<file path="config.mk">
export PLATFORM = sky130hd
export DESIGN_NAME = sum_block_accumulator
export DESIGN_NICKNAME = d
export VERILOG_FILES = /design/src/rtl/sum_block_accumulator.sv
export SDC_FILE = /design/constraint.sdc
export NUM_CORES = 1
export LEC_CHECK = 0
export BUFFER_PORTS_ARGS = -buffer_cell sky130_fd_sc_hd__buf_2
export CORE_ASPECT_RATIO = 0.6
export CORE_MARGIN = 4
export CORE_UTILIZATION = 50
export DETAILED_ROUTE_END_ITERATION = 12
export PLACE_DENSITY_LB_ADDON = 0.2
export SYNTH_ARGS = -nofsm -noshare
export SYNTH_HDL_FRONTEND = slang
export SYNTH_SLANG_ARGS = --single-unit
</file>
<file path="constraint.sdc">
create_clock -name clk -period 2.65 [get_ports clk]
set_clock_uncertainty 0.1 [all_clocks]
set_input_delay 0.265 -clock clk [delete_from_list [all_inputs] [get_ports clk]]
set_output_delay 0.265 -clock clk [all_outputs]
set_load 0.02 [all_outputs]
</file>
<file path="src/rtl/sum_block_accumulator.sv">
// Accumulates COUNT consecutive adder-stage sums into one saturated block total,
// with valid/ready on both sides, a sticky overflow flag and an early-flush input.
module sum_block_accumulator #(
    parameter int DATA_W = 8,
    parameter int ACC_W  = 16,
    parameter int COUNT  = 4,
    parameter int CNT_W  = $clog2(COUNT + 1)
) (
    input  logic              clk,
    input  logic              rst_n,
    input  logic              in_valid,
    output logic              in_ready,
    input  logic [DATA_W-1:0] in_data,
    input  logic              flush,
    output logic              out_valid,
    input  logic              out_ready,
    output logic [ACC_W-1:0]  out_sum,
    output logic [CNT_W-1:0]  out_count,
    output logic              out_ovf,
    output logic              busy
);

    localparam int SUM_W = ACC_W + 1;

    typedef enum logic {ACCUM, HOLD} state_t;

    state_t            state;
    state_t            state_nxt;
    logic [ACC_W-1:0]  acc;
    logic [CNT_W-1:0]  cnt;
    logic              ovf;

    logic              accept;
    logic [SUM_W-1:0]  add_res;
    logic [ACC_W-1:0]  acc_add;
    logic [CNT_W-1:0]  cnt_add;
    logic              ovf_add;
    logic              emit;

    // Top bit of the result flags saturation; the low ACC_W bits are the clamped sum.
    function automatic logic [SUM_W-1:0] sat_add(input logic [ACC_W-1:0]  a,
                                                  input logic [DATA_W-1:0] d);
        logic [SUM_W-1:0] full;
        full = {1'b0, a} + SUM_W'(d);
        if (full[ACC_W]) begin
            sat_add = {1'b1, {ACC_W{1'b1}}};
        end else begin
            sat_add = full;
        end
    endfunction

    assign accept  = in_valid && in_ready;
    assign add_res = sat_add(acc, in_data);
    assign acc_add = add_res[ACC_W-1:0];
    assign ovf_add = ovf | add_res[ACC_W];
    assign cnt_add = cnt + CNT_W'(1);

    // A block closes when it fills, or on flush provided it holds at least one sample.
    assign emit = (state == ACCUM) &&
                  ((accept && ((cnt_add == CNT_W'(COUNT)) || flush)) ||
                   (!accept && flush && (cnt != '0)));

    always_ff @(posedge clk or negedge rst_n) begin
        if (!rst_n) begin
            state <= ACCUM;
        end else begin
            state <= state_nxt;
        end
    end

    always_comb begin
        state_nxt = state;
        case (state)
            ACCUM:   if (emit) state_nxt = HOLD;
            HOLD:    if (out_ready) state_nxt = ACCUM;
            default: state_nxt = ACCUM;
        endcase
    end

    always_comb begin
        in_ready  = (state == ACCUM);
        out_valid = (state == HOLD);
        busy      = (cnt != '0) || (state == HOLD);
    end

    always_ff @(posedge clk or negedge rst_n) begin
        if (!rst_n) begin
            acc       <= '0;
            cnt       <= '0;
            ovf       <= 1'b0;
            out_sum   <= '0;
            out_count <= '0;
            out_ovf   <= 1'b0;
        end else if (state == ACCUM) begin
            if (accept) begin
                acc <= acc_add;
                cnt <= cnt_add;
                ovf <= ovf_add;
            end
            if (emit) begin
                out_sum   <= accept ? acc_add : acc;
                out_count <= accept ? cnt_add : cnt;
                out_ovf   <= accept ? ovf_add : ovf;
            end
        end else if (out_ready) begin
            // Result taken: the next block starts from a clean slate.
            acc <= '0;
            cnt <= '0;
            ovf <= 1'b0;
        end
    end

endmodule

</file>
==> run summary <==
total global routing overflow: 0
synthesized flop and latch total: 41
Fmax achieved: 0.3972 GHz
Final Hold Slack: -0.01179 ns
detailed-route vias per instance: 5.637
hold bufs inserted after CTS: 0
CP max stage delay: 0.44 ns
ranking of synthesized cells by area: dfrtp_1, nand2_1, ha_1, a211oi_2, a21oi_1
H-tree lvl count: 2
Final GP Congestion: 0.8727
Async S/R FF share, synth: 1.000
final antenna-violating net count: 0
Max Slew Vio Count: 0
num rows: 18
Tmin final: 2.518 ns
Buffers on Ports: 35
Post-route DRC: 0
full die area: 0.005860 mm^2
root buffer cell: clkbuf_8
setup ws final: 0.1321 ns
Slowest-stage cell, CP: fa_1
Slew Limit Headroom: 0.3980
vias in the first global route: 1,758
register area share after synthesis: 0.4397
Power Total: 2.782 mW
initial antenna violation count: 0
CTS resizes: 0
TNS Setup: 0 ns
CP required: 2.74 ns
Final setup viols: 0
DRT Wirelength: 5.263 mm
RSZ-0062 raised after global routing: false
TritonCTS Buffers: 5
Max clock buf depth: 2
area of the multi-input gates: 0.001220 mm^2
Starting Density: 0.5425
first-pass GRT wire length: 8.700 mm
final hold violation count: 18
Die Y: 60.92 um
initial drt markers: 183
Mapped Cells: 241
Mapped Area: 0.002333 mm^2
Max FO, Critical Path: 11
clock-pin slew on the worst setup and hold paths: 0.08 ns
# clock sinks: 41
biggest area consumer among synthesized cells: dfrtp_1
Cell Pwr Density: 1055 mW/mm^2
Hold Crit Class: input pin to async pin
Startpoint Class: register
share of the cycle needed by the critical path after routing: 0.9502
violated checks: hold timing
Placement Setup Slack: 0.1511 ns
Fillers: 394
CTS tree: yes
# IOs: 36
detailed placement HPWL: 3.934 mm
FF+latch area: 0.001026 mm^2
Synth Warn #: 0
fin area: 0.002636 mm^2
dpl cell area: 0.002554 mm^2
LEAKAGE: 1.280 nW
Die X: 96.20 um
commonest non-fill, non-tap cell in the layout: dfrtp_1
fin nets: 300
critical path arrival: 2.61 ns
GRT Total Usage: 0.2016
status: complete, but fails checks
largest net degree at the start of global routing: 42
Worst-Margin Slew: 0.9031 ns
syn avg cell area: 9.683 um^2
core area: 0.004302 mm^2
final core occ: 0.6129
Worst-Skew Late Latency: 0.30 ns
share of cells above drive strength 1: 0.2355
Area growth syn-to-layout: 12.98%
peak supply drop: 640.8 uV
top_reg_cell synth: dfrtp_1
Antenna diodes: 0
commonest non-fill, non-tap cells in the layout: dfrtp_1, nand2_1, buf_2, a21oi_1, o21ai_0
CP Cell Sequence: ha_1 -> fa_1 -> a211oi_2 -> nor3_4 -> o21ba_4 -> nor4b_2 -> o31ai_1
drt pass-1 iters: 4
total number of vias: 1,894
post-DR wirelength/cell: 15.66 um
Post-synth EDFFs: 0
top cell type's share of synthesized area: 0.4397
Setup crit end kind: register
postcts setup bufs: 0
Net Count, Synth: 266
# Max-Cap Violations: 0
type of the worst setup path: register to register
Distinct cells, synth: 51
==> synthesized netlist by cell type, drive strengths merged (2+ instances only) <==
cell type and count:
nand2 38, o22ai 4, a31oi 5, nor2 13, nor2b 4, inv 5, nor3 7, dfrtp 41
o2bb2ai 2, a21o 4, a21oi 18, clkbuf 5, buf 6, nor3b 2, xnor2 2, a211oi 8
and3 5, mux2i 3, ha 11, xor2 4, and2 4, o21ai 26, o211ai 3, o31ai 5
==> layout make-up <==
class | count | area share
Multi-Input combinational cell | 183 | 0.4627
Clock buffer | 6 | 0.02753
Inverter | 6 | 0.008543
Clock inverter | 2 | 0.003797
Tap cell | 60 | 0.02848
Timing Repair Buffer | 38 | 0.07973
Sequential cell | 41 | 0.3892
==> critical path, delay by kind of cell, from the launching register on <==
kind | cells | cell delay, ns
adder cells (fa/ha/maj) | 2 | 0.69
AO/OA/AOI/OAI | 3 | 0.76
AND/OR/NAND/NOR | 2 | 0.44
flip-flops | 1 | 0.41
==> layer usage <==
metal  up-vias  track usage  share of wire
met2        59       0.2748           0.40
met4         0      0.06680          0.013
met1       888       0.3110           0.52
met5         -            0              0
li1        940            -              -
met3         7      0.04709          0.069
==> cells by family (layout without fill, tap and decap cells) <==
family	Yosys count	in the layout	synth area share
buf+inv	17	52	0.03753
compound gates	83	83	0.2499
flops	41	41	0.4397
xor+xnor	6	6	0.02252
mux	3	3	0.01287
fa+ha+maj	12	12	0.06756
simple gates	79	79	0.1700
==> where the power goes <==
part,switching (mW),total [mW],internal (mW)
sequential,0.132,0.942,0.810
clock,0.219,0.401,0.183
combinational,0.902,1.44,0.536
==> stage by stage <==
step / instances / hold slack, ns
3_5_place_dp: 328 / 0.3573
4_1_cts: 336 / 0.02493
2_1_floorplan: 241 / -0.1306
5_1_grt: 336 / 0.07290
3_3_place_gp: 328 / 0.3529
6_report: 336 / -0.01179
==> sequential cells by signal, indices dropped and copies added (netlist names) <==
register / count
out_count: 3
out_sum: 16
acc: 16
out_ovf: 1
cnt: 3
out_valid: 1
ovf: 1
==> worst paths after layout <==
check                                   from           end  slack, ns  cells after the start
max in group asynchronous              rst_n       acc[10]       1.90                      1
min in group clk                   out_ready        acc[2]       0.12                      2
worst min register to register  out_count[1]  out_count[1]       0.38                      2
worst min-delay path                   rst_n        cnt[2]      -0.01                      1
worst max register to register        acc[0]   out_sum[13]       0.13                      7
worst max-delay path                  acc[0]   out_sum[13]       0.13                      7
(Power assumes the default switching activity.)
